`src/rtl/rdout_fifo_arbiter.sv`:
```
// Merges two readout streams into one output FIFO through private elastic buffers
// and a round-robin arbiter with a burst limit; each output word carries its source id.
module rdout_fifo_arbiter #(
  parameter int unsigned READOUT_WIDTH_G  = 32,
  parameter int unsigned DEPTH_G          = 4,
  parameter int unsigned ALMST_FULL_THR_G = 1,
  parameter int unsigned MAX_BURST_G      = 4
) (
  input  logic                       clk_i,
  input  logic                       rst_i,
  input  logic                       src0_fifo_wr_i,
  input  logic [READOUT_WIDTH_G-1:0] src0_fifo_data_i,
  output logic                       src0_fifo_full_o,
  output logic                       src0_fifo_almst_full_o,
  input  logic                       src1_fifo_wr_i,
  input  logic [READOUT_WIDTH_G-1:0] src1_fifo_data_i,
  output logic                       src1_fifo_full_o,
  output logic                       src1_fifo_almst_full_o,
  input  logic                       out_fifo_full_i,
  input  logic                       out_fifo_almst_full_i,
  output logic                       out_fifo_wr_o,
  output logic [READOUT_WIDTH_G:0]   out_fifo_data_o,
  output logic [1:0]                 overflow_o
);

  localparam int unsigned PTR_W  = $clog2(DEPTH_G);
  localparam int unsigned CNT_W  = $clog2(DEPTH_G + 1);
  localparam int unsigned BCNT_W = $clog2(MAX_BURST_G + 1);
  localparam logic [CNT_W-1:0]  FULL_CNT  = CNT_W'(DEPTH_G);
  localparam logic [CNT_W-1:0]  AFULL_CNT = CNT_W'(DEPTH_G - ALMST_FULL_THR_G);
  localparam logic [BCNT_W-1:0] BCNT_MAX  = BCNT_W'(MAX_BURST_G);

  typedef enum logic [1:0] {IDLE = 2'd0, OWN0 = 2'd1, OWN1 = 2'd2} state_t;

  logic [1:0]                 wr;
  logic [READOUT_WIDTH_G-1:0] wdata     [2];
  logic [READOUT_WIDTH_G-1:0] mem       [2][DEPTH_G];
  logic [PTR_W-1:0]           wr_ptr    [2];
  logic [PTR_W-1:0]           rd_ptr    [2];
  logic [CNT_W-1:0]           count_q   [2];
  logic [CNT_W-1:0]           count_nxt [2];
  logic [1:0]                 full_q, afull_q, ovf_q;
  logic [1:0]                 push_c, pop_c, ne_c;

  state_t                     state_q, state_nxt;
  logic [BCNT_W-1:0]          bcnt_q, bcnt_nxt;
  logic                       last_q, last_nxt;
  logic                       own_c, sel_c, grant_c;
  logic [READOUT_WIDTH_G:0]   out_data_c;
  logic                       out_wr_q;
  logic [READOUT_WIDTH_G:0]   out_data_q;

  // Downstream full is advisory only; flow control uses almost-full.
  logic unused_out_full;
  assign unused_out_full = out_fifo_full_i;

  assign wr       = {src1_fifo_wr_i, src0_fifo_wr_i};
  assign wdata[0] = src0_fifo_data_i;
  assign wdata[1] = src1_fifo_data_i;

  assign src0_fifo_full_o       = full_q[0];
  assign src0_fifo_almst_full_o = afull_q[0];
  assign src1_fifo_full_o       = full_q[1];
  assign src1_fifo_almst_full_o = afull_q[1];
  assign overflow_o             = ovf_q;
  assign out_fifo_wr_o          = out_wr_q;
  assign out_fifo_data_o        = out_data_q;

  // Buffer occupancy bookkeeping; a write to a full buffer is dropped even if it pops.
  always_comb begin
    for (int n = 0; n < 2; n++) begin
      ne_c[n]      = (count_q[n] != '0);
      push_c[n]    = wr[n] & ~full_q[n];
      count_nxt[n] = count_q[n] + CNT_W'(push_c[n]) - CNT_W'(pop_c[n]);
    end
  end

  always_ff @(posedge clk_i) begin
    if (rst_i) begin
      for (int n = 0; n < 2; n++) begin
        wr_ptr[n]  <= '0;
        rd_ptr[n]  <= '0;
        count_q[n] <= '0;
      end
      full_q  <= '0;
      afull_q <= '0;
      ovf_q   <= '0;
    end else begin
      for (int n = 0; n < 2; n++) begin
        if (push_c[n]) wr_ptr[n] <= wr_ptr[n] + PTR_W'(1);
        if (pop_c[n])  rd_ptr[n] <= rd_ptr[n] + PTR_W'(1);
        if (wr[n] && full_q[n]) ovf_q[n] <= 1'b1;
        count_q[n] <= count_nxt[n];
        full_q[n]  <= (count_nxt[n] == FULL_CNT);
        afull_q[n] <= (count_nxt[n] >= AFULL_CNT);
      end
    end
  end

  // Storage needs no reset; occupancy counts gate every read.
  always_ff @(posedge clk_i) begin
    for (int n = 0; n < 2; n++) begin
      if (push_c[n]) mem[n][wr_ptr[n]] <= wdata[n];
    end
  end

  // Arbiter state register.
  always_ff @(posedge clk_i) begin
    if (rst_i) begin
      state_q <= IDLE;
      bcnt_q  <= '0;
      last_q  <= 1'b1;
    end else begin
      state_q <= state_nxt;
      bcnt_q  <= bcnt_nxt;
      last_q  <= last_nxt;
    end
  end

  // Next-state: owner keeps the output until its burst limit is hit with the other side waiting.
  always_comb begin
    state_nxt = state_q;
    bcnt_nxt  = bcnt_q;
    last_nxt  = last_q;
    own_c     = (state_q == OWN1);
    sel_c     = 1'b0;
    grant_c   = 1'b0;
    if (!out_fifo_almst_full_i) begin
      case (state_q)
        OWN0, OWN1: begin
          if (ne_c[own_c] && !(bcnt_q == BCNT_MAX && ne_c[~own_c])) begin
            sel_c   = own_c;
            grant_c = 1'b1;
          end else if (ne_c[~own_c]) begin
            sel_c   = ~own_c;
            grant_c = 1'b1;
          end
        end
        default: begin
          if (ne_c[0] && ne_c[1]) begin
            sel_c   = ~last_q;
            grant_c = 1'b1;
          end else if (ne_c[0] || ne_c[1]) begin
            sel_c   = ne_c[1];
            grant_c = 1'b1;
          end
        end
      endcase
      if (grant_c) begin
        state_nxt = sel_c ? OWN1 : OWN0;
        last_nxt  = sel_c;
        if (state_q != IDLE && sel_c == own_c)
          bcnt_nxt = (bcnt_q == BCNT_MAX) ? bcnt_q : bcnt_q + BCNT_W'(1);
        else
          bcnt_nxt = BCNT_W'(1);
      end else begin
        state_nxt = IDLE;
      end
    end
  end

  // Output decode: pop strobes and the tagged word to register.
  always_comb begin
    pop_c      = 2'b00;
    out_data_c = {sel_c, mem[sel_c][rd_ptr[sel_c]]};
    if (grant_c) pop_c = sel_c ? 2'b10 : 2'b01;
  end

  always_ff @(posedge clk_i) begin
    if (rst_i) begin
      out_wr_q   <= 1'b0;
      out_data_q <= '0;
    end else begin
      out_wr_q <= grant_c;
      if (grant_c) out_data_q <= out_data_c;
    end
  end

endmodule

```
`config.mk`:
```
export PLATFORM = sky130hd
export DESIGN_NAME = rdout_fifo_arbiter
export DESIGN_NICKNAME = d
export VERILOG_FILES = /design/src/rtl/rdout_fifo_arbiter.sv
export SDC_FILE = /design/constraint.sdc
export NUM_CORES = 1
export LEC_CHECK = 0
export ABC_CLOCK_PERIOD_IN_PS = 5200
export CAP_MARGIN = 30
export CORE_MARGIN = 2
export CORE_UTILIZATION = 59
export CTS_BUF_LIST = sky130_fd_sc_hd__clkbuf_4
export DETAILED_ROUTE_END_ITERATION = 6
export HOLD_SLACK_MARGIN = 0.12
export PLACE_DENSITY = 0.87
export SYNTH_ARGS = -nofsm -noshare
export SYNTH_HDL_FRONTEND = slang
export SYNTH_SLANG_ARGS = --single-unit
```
`constraint.sdc`:
```
create_clock -name clk_i -period 5.2 [get_ports clk_i]
set_input_delay 1.56 -clock clk_i [delete_from_list [all_inputs] [get_ports clk_i]]
set_output_delay 1.56 -clock clk_i [all_outputs]
set_load 0.005 [all_outputs]
```
== Word level (Yosys, flattened, before mapping) ==
Memory sizes are Yosys's and may differ from the RTL's.
Index checks and enable logic that the tools add are counted.
Widths: inputs -> output; s select.
Storage, ports and cells
  register bits after elaboration: 46
  bits in writable memories: 270
  output and inout port bits: 40
  word-level logic and storage cells: 124
  memories kept: 4
Cells by class
  add/subtract/negate cells: 9
  magnitude comparators: 9
  equality and inequality tests: 7
  mux-type cells: 54
  bitwise operators: 16
  reduce and logical (&&, ||, !) cells: 16
Memory list
  mem: depth 2, width 128, read ports 1, clocked after memory_dff 0, wr ports 2, RTL line 37  | logic [READOUT_WIDTH_G-1:0] mem [2][DEPTH_G];
  count_q: depth 2, width 3, read ports 2, clocked after memory_dff 0, wr ports 2, RTL line 40  | logic [CNT_W-1:0] count_q [2];
  rd_ptr: depth 2, width 2, read ports 3, clocked after memory_dff 0, wr ports 2, RTL line 39  | logic [PTR_W-1:0] rd_ptr [2];
  wr_ptr: depth 2, width 2, read ports 2, clocked after memory_dff 0, wr ports 2, RTL line 38  | logic [PTR_W-1:0] wr_ptr [2];
Operator list (count)
  $mux 128: 2
  $demux 32 s2: 2
  $mux 32: 4
  $bmux 32 s2: 1
  $mux 1: 33
  $mux 2: 8
  $mux 3: 4
  $eq 3x3->1 const B: 3
  $ge 3x3->1 const B: 3
  $not 2->3: 3
  $add 2x1->2 const B: 4
  $logic_and 1x1->1: 8
  $add 3x1->3: 2
  $ge 3x2->1 const B: 2
  $lt 3x1->1 const B: 2
  $or 1x1->1: 6
  $reduce_bool 3->1: 2
  $sub 3x1->3: 2
  $not 1->1: 5
  $lt 1x2->1 const B: 2
  $add 3x1->3 const B: 1
  $reduce_and 3->1: 1
  $and 1x1->1: 2
  $eq 2x1->1 const B: 1
  8 further kinds: 8

== Longest topological paths before layout ==
  depth in word-level cells: 17
  gate-level depth with buffers: 15

== Least setup slack after synthesis ==
Ideal clock, no wire load.
  path kind: input to register
  start: input out_fifo_almst_full_i
  end: register afull_q[1]
  library setup time: 0.114 ns
  arrival time: 3.462 ns
  data required time: 5.086 ns
  setup slack: 1.624 ns
  stages on the path: 12
  path through: clkbuf_1 > nor2_1 > nand2_4 > inv_2 > buf_2 > ha_1 > inv_1 > ha_1 > fa_1 > xnor2_1 > nor2_1 > a21o_1
On the way
  word-level cells in the longest chain between the ends: 5
  elaborated cells between the ends (all ways): 6
  classes of those cells: 1 x add/sub; 1 x order compare; 4 x mux
Ends and longest elaborated chain
  start, declared: RTL line 20  | input logic out_fifo_almst_full_i,
  $mux 1: RTL line 128  | if (!out_fifo_almst_full_i) begin
  $mux 2: RTL line 166  | if (grant_c) pop_c = sel_c ? 2'b10 : 2'b01;
  $mux 2 (*): RTL line 166
  $sub 3x1->3 (*): RTL line 74  | count_nxt[n] = count_q[n] + CNT_W'(push_c[n]) - CNT_W'(pop_c[n]);
  $ge 3x2->1 (*): RTL line 95  | afull_q[n] <= (count_nxt[n] >= AFULL_CNT);
  end signal, assigned by index: RTL line 95
  end, declared: RTL line 42  | logic [1:0] full_q, afull_q, ovf_q;
Every way passes the cells marked *; elsewhere a longest branch is shown, timed or not.
A chain may end at the register's enable or synchronous reset.

== Final worst setup path ==
Same ends and word-level chain as after synthesis.

==> reports/qor.csv <==
metric,value,unit
cts_tree,done,
ant_nets,0,
reg2reg_depth,14,
grt_pass1_wl,37900,µm
synth-main-ff-cell,edfxtp_1,
hold_violations,0,
crit_fanout,35,
cp-end-kind,flop,
powerDensity,507,mW/mm²
antenna_found_initial,1,
std_cell_rows,52,
p_leak,4.95,nW
viasPerCell,5.74,
rsz0062_at_grt,false,
die_x,148,µm
drv_cap,0,
wl_per_cell,20.8,µm
fp.dieH,148,µm
area_growth,19.7,%
finalSetupTns,0,ps
post_cts_buffers,0,
finalSetupViolCount,0,
cts-root-buf,clkbuf_4,
hold_end,overflow_o[1],
tightest_slew,668,ps
cts.clk_slew.worst_paths,60,ps
synth_top_area_share,65.2,%
cts_hold_buf,0,
setup.worst_path.start_class,input pin,
cp.required,5750,ps
pre_cts_ws,944,ps
vias,6695,
fin_ws,1640,ps
fin_crit_sh,68.4,%
hold_class,reg2reg,
start_util,60.1,%
cts_made_buffers,77,
place_congestion,0.892,
holdPathStages,2,
synth_enable_flop_cells,264,
ys_seq_elements,316,
drive_gt1_share,26.1,%
post_cts_resized,0,
drt-initial-drc-count,409,
worstHoldStart,overflow_o[1],
yosysWarnings,0,
drc,0,
coreArea,0.0202,mm²
avgSynthCellArea,18.2,µm²
syn_nets,757,
yosysSeqAreaShare,73.7,%
postSynth.asyncResetShare,0,%
fmax,281,MHz
maxSlewViolCount,0,
num_io_pins,110,
peakVddDrop,0.300,mV
synth_area_leaders,"edfxtp_1, mux4_2, dfxtp_1, nor2_1, ha_1",
synth.distinct_cells,48,
grt_max_degree,61,
fillers,1182,
cp_data_arrival_time,4110,ps
first_global_vias,7078,
netlist_instances,670,
reg2reg_to,afull_q[0],
synth_area,0.0122,mm²
dp.final_hpwl,15500,µm
netlist.top_cell.by_area,edfxtp_1,
clockBufferDepth,3,
status,finished clean,
post_dp_cell_area,0.0135,mm²
finalNetCount,922,
clock_latency,670,ps
drtPass1Iterations,5,
htreeDepth,3,
stdcell_area,0.0146,mm²
fin_crit,3560,ps
wirelength,24200,µm
reg2reg_from,state_q[0],
die_area,0.0218,mm²
critPathKind,in2reg,
cts.sinks,316,
clock_skew,43.1,ps
reg2reg_slack,1970,ps
portBuffers,108,
grt-ovfl-total,0,
fin_hold_ws,469,ps
slew_headroom,55.4,%
track_usage,23.3,%
Yosys cell counts, types with 2 or more instances:
master / instances
a211oi_1: 2
a21o_1: 3
clkbuf_1: 17
fa_1: 2
and2_1: 11
or2_2: 4
buf_2: 10
nor3_2: 3
nor3_1: 37
edfxtp_1: 264
nor2_1: 78
dfxtp_1: 52
xor2_1: 2
a21oi_1: 6
xnor2_1: 6
buf_6: 5
nor2b_1: 5
ha_1: 15
nor2_2: 2
mux4_2: 64
buf_4: 5
inv_1: 14
o21ai_0: 2
nand2_1: 4
nor4_2: 7
nor4_1: 28
per-stage QoR:
step           util, %  total power, mW  std cells
6_report          71.9             7.38       1166
2_1_floorplan        -             4.61        670
3_3_place_gp      66.6             5.19       1025
3_5_place_dp      66.6             5.31       1025
4_1_cts           71.8             7.44       1164
5_1_grt           71.9             7.75       1166
logic make-up (layout without fill, tap and decap cells):
group	after synthesis	in the layout	share of synthesized area, %
buffers and inverters	53	278	2.20
flip-flops	316	316	73.7
AO/OA/AOI/OAI	22	22	1.40
multiplexers	64	64	11.8
XOR/XNOR	8	8	0.576
adder cells (fa/ha/maj)	17	17	1.87
other	0	1	0
AND/OR/NAND/NOR	190	190	8.39
cell type report:
class                      count  area [µm²]  area share [%]
clock buffer                 119         893            6.14
inverter                      15        56.3           0.387
clock inverter                20         160            1.10
sequential                   316        8970            61.6
multi-input combinational    301        2930            20.1
timing repair buffer         124        1210            8.30
antenna                        1        2.50          0.0172
tap                          270         338            2.32
worst max path at each step:
stage                                from    endpoint  slack [ps]  cells past startpoint
finish              out_fifo_almst_full_i  afull_q[1]        1640                     11
global route        out_fifo_almst_full_i  afull_q[1]        1530                     11
CTS                 out_fifo_almst_full_i  afull_q[1]        1660                     11
detailed placement  out_fifo_almst_full_i  afull_q[1]         940                     11
global placement    out_fifo_almst_full_i  afull_q[1]        1060                     11
floorplan           out_fifo_almst_full_i  afull_q[1]        1620                     12
critical path, cell delays in order:
cell             delay (ps)
clkdlybuf4s50_1         630
nor2_1                  130
nand2_4                 350
inv_2                    70
ha_1                    280
inv_1                    40
ha_1                    180
fa_1                    380
xnor2_1                 220
nor2_1                   80
a21o_1                  170
registers in the layout (all words and copies together) (netlist names):
signal           count
bcnt_q               3
mem                256
state_q              2
last_q               1
full_q               2
afull_q              2
count_q              6
rd_ptr               4
wr_ptr               4
out_fifo_data_o     33
out_fifo_wr_o        1
overflow_o           2
power by group:
group / switching, mW / internal, mW
clock: 0.927 / 1.19
sequential: 0.192 / 3.20
combinational: 0.999 / 0.866
cells in the final DEF, fill, tap and decap left out, types with 14 or more instances in the layout:
| master | Yosys | final |
|---|---|---|
| nor4_1 | 28 | 28 |
| nor3_1 | 37 | 37 |
| ha_1 | 15 | 15 |
| nor2_1 | 78 | 78 |
| inv_1 | 14 | 14 |
| edfxtp_1 | 264 | 264 |
| clkdlybuf4s50_1 | 0 | 107 |
| buf_4 | 5 | 15 |
| clkbuf_4 | 0 | 119 |
| dfxtp_1 | 52 | 52 |
| mux4_2 | 64 | 64 |
layer usage:
metal | wire (µm) | part of all wire [%] | GRT usage (%) | vias up
li1 | - | - | - | 3029
met1 | 9010 | 37 | 28.9 | 3348
met2 | 12800 | 53 | 39.1 | 278
met3 | 1960 | 8.1 | 7.25 | 40
met4 | 519 | 2.1 | 8.51 | 0
met5 | 0 | 0 | 0 | -
Power figures use the tool's default switching activity.
